## config.mk

```make
export PLATFORM = sky130hd
export DESIGN_NAME = if_id_queue_flat
export DESIGN_NICKNAME = d
export VERILOG_FILES = /design/src/rtl/if_id_queue_if.sv /design/src/rtl/if_id_queue.sv /design/src/flat_wrapper.sv
export SDC_FILE = /design/constraint.sdc
export NUM_CORES = 1
export LEC_CHECK = 0
export CORE_MARGIN = 3
export CORE_UTILIZATION = 50
export CTS_BUF_LIST = sky130_fd_sc_hd__clkbuf_2
export DETAILED_ROUTE_END_ITERATION = 8
export PLACE_DENSITY = 0.95
export SLEW_MARGIN = 20
export SYNTH_ARGS = -nofsm -noshare
export SYNTH_HDL_FRONTEND = slang
export SYNTH_SLANG_ARGS = --single-unit
```

## constraint.sdc

```tcl
create_clock -name clk -period 11.8 [get_ports clk]
set_clock_uncertainty 0.05 [all_clocks]
set_input_delay 1.77 -clock clk [delete_from_list [all_inputs] [get_ports clk]]
set_output_delay 1.77 -clock clk [all_outputs]
set_load 0.02 [all_outputs]
```

## src/rtl/if_id_queue_if.sv

```systemverilog
`default_nettype none
// ============================================================================
// Module   : if_id_queue_if
// Brief    : Fetch-side and decode-side handshake bundle for if_id_queue.
// Revision : 1.0
// ============================================================================
interface if_id_queue_if #(
    parameter int unsigned DEPTH = 2
);
    logic                     flush;
    logic                     in_valid;
    logic [31:0]              in_pc;
    logic [31:0]              in_instr;
    logic                     in_ready;
    logic                     out_valid;
    logic                     out_ready;
    logic [31:0]              out_pc;
    logic [31:0]              out_instr;
    logic [31:0]              out_pc4;
    logic [5:0]               out_op;
    logic [4:0]               out_rs;
    logic [4:0]               out_rt;
    logic [4:0]               out_rd;
    logic [4:0]               out_shamt;
    logic [5:0]               out_funct;
    logic [15:0]              out_imm16;
    logic [25:0]              out_imm26;
    logic                     out_misalign;
    logic                     out_range_err;
    logic [$clog2(DEPTH):0]   occupancy;

    modport slave (
        input  flush, in_valid, in_pc, in_instr, out_ready,
        output in_ready, out_valid, out_pc, out_instr, out_pc4,
               out_op, out_rs, out_rt, out_rd, out_shamt, out_funct,
               out_imm16, out_imm26, out_misalign, out_range_err, occupancy
    );

    modport master (
        output flush, in_valid, in_pc, in_instr, out_ready,
        input  in_ready, out_valid, out_pc, out_instr, out_pc4,
               out_op, out_rs, out_rt, out_rd, out_shamt, out_funct,
               out_imm16, out_imm26, out_misalign, out_range_err, occupancy
    );
endinterface
`default_nettype wire

```

## src/rtl/if_id_queue.sv

```systemverilog
`default_nettype none
// ============================================================================
// Module   : if_id_queue
// Brief    : In-order fetch->decode FIFO with pre-sliced fields and flush.
// Revision : 1.0
// ============================================================================
module if_id_queue #(
    parameter int unsigned DEPTH     = 2,
    parameter logic [31:0] PC_BASE   = 32'h00003000,
    parameter int unsigned ROM_WORDS = 4096
) (
    input  wire logic       clk,
    input  wire logic       reset,
    if_id_queue_if.slave    bus
);
    localparam int unsigned     c_AW   = (DEPTH > 1) ? $clog2(DEPTH) : 1;
    localparam int unsigned     c_CW   = $clog2(DEPTH) + 1;
    localparam logic [c_CW-1:0] c_FULL = c_CW'(DEPTH);
    localparam logic [32:0]     c_LO   = {1'b0, PC_BASE};
    localparam logic [32:0]     c_HI   = c_LO + (33'(ROM_WORDS) << 2);

    logic [31:0]     r_pc_mem    [DEPTH];
    logic [31:0]     r_instr_mem [DEPTH];
    logic            r_mis_mem   [DEPTH];
    logic            r_rerr_mem  [DEPTH];
    logic [c_AW-1:0] r_wptr;
    logic [c_AW-1:0] r_rptr;
    logic [c_CW-1:0] r_count;

    logic            w_in_ready;
    logic            w_out_valid;
    logic            w_push;
    logic            w_pop;
    logic            w_in_mis;
    logic            w_in_rerr;
    logic [32:0]     w_in_pc33;
    logic [31:0]     w_head_pc;
    logic [31:0]     w_head_instr;
    logic            w_head_mis;
    logic            w_head_rerr;

    assign w_in_ready  = reset & (r_count != c_FULL);
    assign w_out_valid = (r_count != '0);
    assign w_push      = bus.in_valid & w_in_ready & ~bus.flush;
    assign w_pop       = w_out_valid & bus.out_ready & ~bus.flush;

    // 33-bit compare keeps PC_BASE + 4*ROM_WORDS from wrapping at the top of memory
    assign w_in_pc33 = {1'b0, bus.in_pc};
    assign w_in_mis  = (bus.in_pc[1:0] != 2'b00);
    assign w_in_rerr = (w_in_pc33 < c_LO) | (w_in_pc33 >= c_HI);

    always_ff @(posedge clk) begin
        if (!reset) begin
            r_wptr  <= '0;
            r_rptr  <= '0;
            r_count <= '0;
        end else if (bus.flush) begin
            r_wptr  <= '0;
            r_rptr  <= '0;
            r_count <= '0;
        end else begin
            if (w_push) begin
                r_wptr <= r_wptr + c_AW'(1);
            end
            if (w_pop) begin
                r_rptr <= r_rptr + c_AW'(1);
            end
            case ({w_push, w_pop})
                2'b10:   r_count <= r_count + c_CW'(1);
                2'b01:   r_count <= r_count - c_CW'(1);
                default: r_count <= r_count;
            endcase
        end
    end

    always_ff @(posedge clk) begin
        if (w_push) begin
            r_pc_mem[r_wptr]    <= bus.in_pc;
            r_instr_mem[r_wptr] <= bus.in_instr;
            r_mis_mem[r_wptr]   <= w_in_mis;
            r_rerr_mem[r_wptr]  <= w_in_rerr;
        end
    end

    // Empty queue presents a nop at pc 0 with clean error flags
    assign w_head_pc    = w_out_valid ? r_pc_mem[r_rptr]    : 32'h0;
    assign w_head_instr = w_out_valid ? r_instr_mem[r_rptr] : 32'h0;
    assign w_head_mis   = w_out_valid & r_mis_mem[r_rptr];
    assign w_head_rerr  = w_out_valid & r_rerr_mem[r_rptr];

    assign bus.in_ready      = w_in_ready;
    assign bus.out_valid     = w_out_valid;
    assign bus.out_pc        = w_head_pc;
    assign bus.out_instr     = w_head_instr;
    assign bus.out_pc4       = w_head_pc + 32'd4;
    assign bus.out_op        = w_head_instr[31:26];
    assign bus.out_rs        = w_head_instr[25:21];
    assign bus.out_rt        = w_head_instr[20:16];
    assign bus.out_rd        = w_head_instr[15:11];
    assign bus.out_shamt     = w_head_instr[10:6];
    assign bus.out_funct     = w_head_instr[5:0];
    assign bus.out_imm16     = w_head_instr[15:0];
    assign bus.out_imm26     = w_head_instr[25:0];
    assign bus.out_misalign  = w_head_mis;
    assign bus.out_range_err = w_head_rerr;
    assign bus.occupancy     = r_count;
endmodule
`default_nettype wire

```

## src/flat_wrapper.sv

```systemverilog
// flat-port wrapper written by rule: the top's interface ports become plain ports
module if_id_queue_flat 
#(
    parameter int unsigned DEPTH     = 2,
    parameter logic [31:0] PC_BASE   = 32'h00003000,
    parameter int unsigned ROM_WORDS = 4096
)
  (clk, reset, bus_flush, bus_in_valid, bus_in_pc, bus_in_instr, bus_out_ready, bus_in_ready, bus_out_valid, bus_out_pc, bus_out_instr, bus_out_pc4, bus_out_op, bus_out_rs, bus_out_rt, bus_out_rd, bus_out_shamt, bus_out_funct, bus_out_imm16, bus_out_imm26, bus_out_misalign, bus_out_range_err, bus_occupancy);
  if_id_queue_if #(.DEPTH(DEPTH)) bus_i ();
  input  wire logic clk;
  input  wire logic reset;
  input wire logic [$bits(bus_i.flush)-1:0] bus_flush;
  input wire logic [$bits(bus_i.in_valid)-1:0] bus_in_valid;
  input wire logic [$bits(bus_i.in_pc)-1:0] bus_in_pc;
  input wire logic [$bits(bus_i.in_instr)-1:0] bus_in_instr;
  input wire logic [$bits(bus_i.out_ready)-1:0] bus_out_ready;
  output wire logic [$bits(bus_i.in_ready)-1:0] bus_in_ready;
  output wire logic [$bits(bus_i.out_valid)-1:0] bus_out_valid;
  output wire logic [$bits(bus_i.out_pc)-1:0] bus_out_pc;
  output wire logic [$bits(bus_i.out_instr)-1:0] bus_out_instr;
  output wire logic [$bits(bus_i.out_pc4)-1:0] bus_out_pc4;
  output wire logic [$bits(bus_i.out_op)-1:0] bus_out_op;
  output wire logic [$bits(bus_i.out_rs)-1:0] bus_out_rs;
  output wire logic [$bits(bus_i.out_rt)-1:0] bus_out_rt;
  output wire logic [$bits(bus_i.out_rd)-1:0] bus_out_rd;
  output wire logic [$bits(bus_i.out_shamt)-1:0] bus_out_shamt;
  output wire logic [$bits(bus_i.out_funct)-1:0] bus_out_funct;
  output wire logic [$bits(bus_i.out_imm16)-1:0] bus_out_imm16;
  output wire logic [$bits(bus_i.out_imm26)-1:0] bus_out_imm26;
  output wire logic [$bits(bus_i.out_misalign)-1:0] bus_out_misalign;
  output wire logic [$bits(bus_i.out_range_err)-1:0] bus_out_range_err;
  output wire logic [$bits(bus_i.occupancy)-1:0] bus_occupancy;
  assign bus_i.flush = bus_flush;
  assign bus_i.in_valid = bus_in_valid;
  assign bus_i.in_pc = bus_in_pc;
  assign bus_i.in_instr = bus_in_instr;
  assign bus_i.out_ready = bus_out_ready;
  assign bus_in_ready = bus_i.in_ready;
  assign bus_out_valid = bus_i.out_valid;
  assign bus_out_pc = bus_i.out_pc;
  assign bus_out_instr = bus_i.out_instr;
  assign bus_out_pc4 = bus_i.out_pc4;
  assign bus_out_op = bus_i.out_op;
  assign bus_out_rs = bus_i.out_rs;
  assign bus_out_rt = bus_i.out_rt;
  assign bus_out_rd = bus_i.out_rd;
  assign bus_out_shamt = bus_i.out_shamt;
  assign bus_out_funct = bus_i.out_funct;
  assign bus_out_imm16 = bus_i.out_imm16;
  assign bus_out_imm26 = bus_i.out_imm26;
  assign bus_out_misalign = bus_i.out_misalign;
  assign bus_out_range_err = bus_i.out_range_err;
  assign bus_occupancy = bus_i.occupancy;
  if_id_queue #(.DEPTH(DEPTH), .PC_BASE(PC_BASE), .ROM_WORDS(ROM_WORDS)) u_core (.clk(clk), .reset(reset), .bus(bus_i));
endmodule
```

==> reports/qor.yml <==
timing:
  relSlewSlack: 0.3726
  fin_crit_ns: 6.522
  post-route-period-util: 0.5527
  fmax_ghz: 0.1533
  setup_violations: 0
  hold_viol: 0
  final.setup.tns_ns: 0
  worst_pin_slew_ns: 0.9412
  rsz0062_at_grt: "false"
  drv_slew: 0
synthesis:
  synthMostInstantiatedCell: "edfxtp_1"
  yosysTopAreaCell: "edfxtp_1"
  syn-num-nets: 568
  synth_top_area_share: 0.5892
  synth-seq-area-share: 0.6041
  syn_area_mm2: 0.006728
  synth_area_per_cell_um2: 13.54
  async_flop_share: 0
  syn_inst: 497
  synth_ff_type: "edfxtp_1"
  yosys.cell_types.count: 43
  yosysWarnings: 0
  ys_top_cells_by_area: "edfxtp_1 (59%), mux2i_1 (9.7%), buf_4 (9.4%)"
  synth_edf_count: 132
  synth.top_cells.by_count: "edfxtp_1 (132), buf_4 (84), nor2_1 (72), mux2i_1 (65), xor2_1 (23)"
  ys_ff_latch: 137
floorplan:
  die_area_mm2: 0.01488
  die_y_um: 122.0
  core.rowCount: 41
  io_pins: 245
  coreArea_mm2: 0.01288
  start_util: 0.5225
  die_width_um: 122.0
finish:
  fin_cells: 852
  layout.nets: 738
  drive_gt1_frac: 0.09412
  fillers: 856
  n_antenna_cell: 0
  area_growth_pct: 34.24
routing:
  drc: 0
  drt-pass1-iter-count: 4
  avgViaCountPerCell: 5.060
  routed_wl_mm: 14.70
  dr_total_vias: 4311
  detail-route-antenna-nets: 0
  drtIter0Drc: 138
  detail_route.wl_per_cell_um: 17.25
setup_path:
  rrSetupSlack_ns: 9.12
  cp.arrival_ns: 4.70
  required_ns: 9.98
  critPathSlowestCell: "dfxtp_4"
  crit_path_max_fanout: 49
  crit_path_end_kind: "output pin"
  cpPeakStageDelay_ns: 0.75
  path_cells: "buf_4 > mux2i_1 > nor2_1 > ha_1 > nand4_1 > nor4_1 > xor2_1 > clkdlybuf4s50_1"
  startpoint_type: "flop"
  crit_type: "reg -> out"
placement:
  portBuffers: 244
  gp_congestion: 0.8258
  dp_cells: 820
  hpwl_mm: 10.76
clock_network:
  cts_tree: "done"
  ctsHoldBuffers: 0
  clk_pin_slew_ns: 0.16
  insertion_delay_ns: 0.63
  cts_setup_buffers: 0
  htreeDepth: 4
  cts_sinks: 137
  cts_root_buffer: "clkbuf_2"
  cts_buffers: 17
  max-clock-path-buffers: 2
  cts.repair.resized: 0
global_routing:
  antenna_found_initial: 0
  grt_pass1_wl_mm: 22.74
  grt_pass1_vias: 4529
  grt_max_degree: 81
  grt.total_usage: 0.1979
  grt_overflow_total: 0
outcome:
  status: "finished, final reports clean"
power_and_ir_drop:
  power_density_mw_per_mm2: 107.3
  vdd_drop_max_mv: 0.07502
  p_leak_nw: 2.950
flow_run:
  drv_cap: 0
hold_path:
  hold_path_class: "reg -> reg"
[layout by cell type (no fill, tap or decap), types with 5 or more instances in the layout]
master             n
nand3_1            9
xor2_1            23
clkbuf_2          19
nor2_1            70
edfxtp_1         132
xnor2_1            9
bufinv_16          6
inv_1              5
nand2_1           12
clkdlybuf4s50_1  244
nor3_1             7
nand4_1            5
mux2i_1           65
[report_power, final]
part	total [mW]	switching (mW)	internal (mW)
registers	0.544	0.00322	0.541
clock network	0.341	0.158	0.182
logic	0.0838	0.0407	0.0431
[worst max-delay path: cells and delay by family (launching register included)]
kind	cells	cell delay [ns]
mux	1	0.23
flops	1	0.75
fa+ha+maj	1	0.24
simple gates	3	1.32
xor+xnor	1	0.20
buf+inv	2	1.29
[metrics by stage]
stage	hold slack, ns	power (mW)	instance area (um2)	utilization	setup slack (ns)
2_1_floorplan	0.4225	0.5939	6728	-	6.440
3_3_place_gp	0.4392	0.6361	8711	0.6765	6.108
3_5_place_dp	0.4615	0.6398	8711	0.6765	5.938
6_report	0.4874	0.9691	9031	0.7014	5.278
4_1_cts	0.5006	0.9793	9031	0.7014	5.223
5_1_grt	0.5308	1.008	9031	0.7014	4.931
[flip-flops by register name (all words and copies together), names as in the netlist, named ones only]
register and count:
u_core.r_instr_mem 64, u_core.r_pc_mem 64, u_core.r_mis_mem 2, u_core.r_wptr 1, u_core.r_rerr_mem 2, u_core.bus.occupancy 2, u_core.r_rptr 1
[worst paths after layout]
kind | startpoint | to | depth (start not counted)
min reg2reg | u_core.r_rptr | flop | 2
max | flop | bus_out_pc4[12] | 8
min | u_core.r_rptr | flop | 2
max reg2reg | u_core.bus.occupancy[0] | u_core.bus.occupancy[1] | 8
[layout make-up]
| cell class | instances | area (um2) | area share |
|---|---|---|---|
| repair buffers | 248 | 2472 | 0.2738 |
| multi-input cells | 258 | 1937 | 0.2145 |
| flip-flops and latches | 137 | 4068 | 0.4504 |
| well taps | 172 | 215.2 | 0.02383 |
| clock buffers | 19 | 95.09 | 0.01053 |
| clock inverters | 13 | 225.2 | 0.02494 |
| inverters | 5 | 18.77 | 0.002078 |
[per-layer routing]
metal / share of wire / global-route usage / vias to the layer above
li1: - / - / 2047
met1: 0.37 / 0.2182 / 2073
met2: 0.53 / 0.3564 / 171
met3: 0.077 / 0.06639 / 20
met4: 0.019 / 0.06863 / 0
met5: 0 / 0 / -
[kinds of logic after synthesis]
| family | share of synthesized area |
|---|---|
| DFF | 0.6041 |
| AOI/OAI and AO/OA | 0.01674 |
| adders and majority gates | 0.003719 |
| and+or+nand+nor | 0.1227 |
| xor gates and xnor gates | 0.04166 |
| buffers and inverters | 0.1110 |
| muxes | 0.1001 |
(Power assumes the default switching activity.)
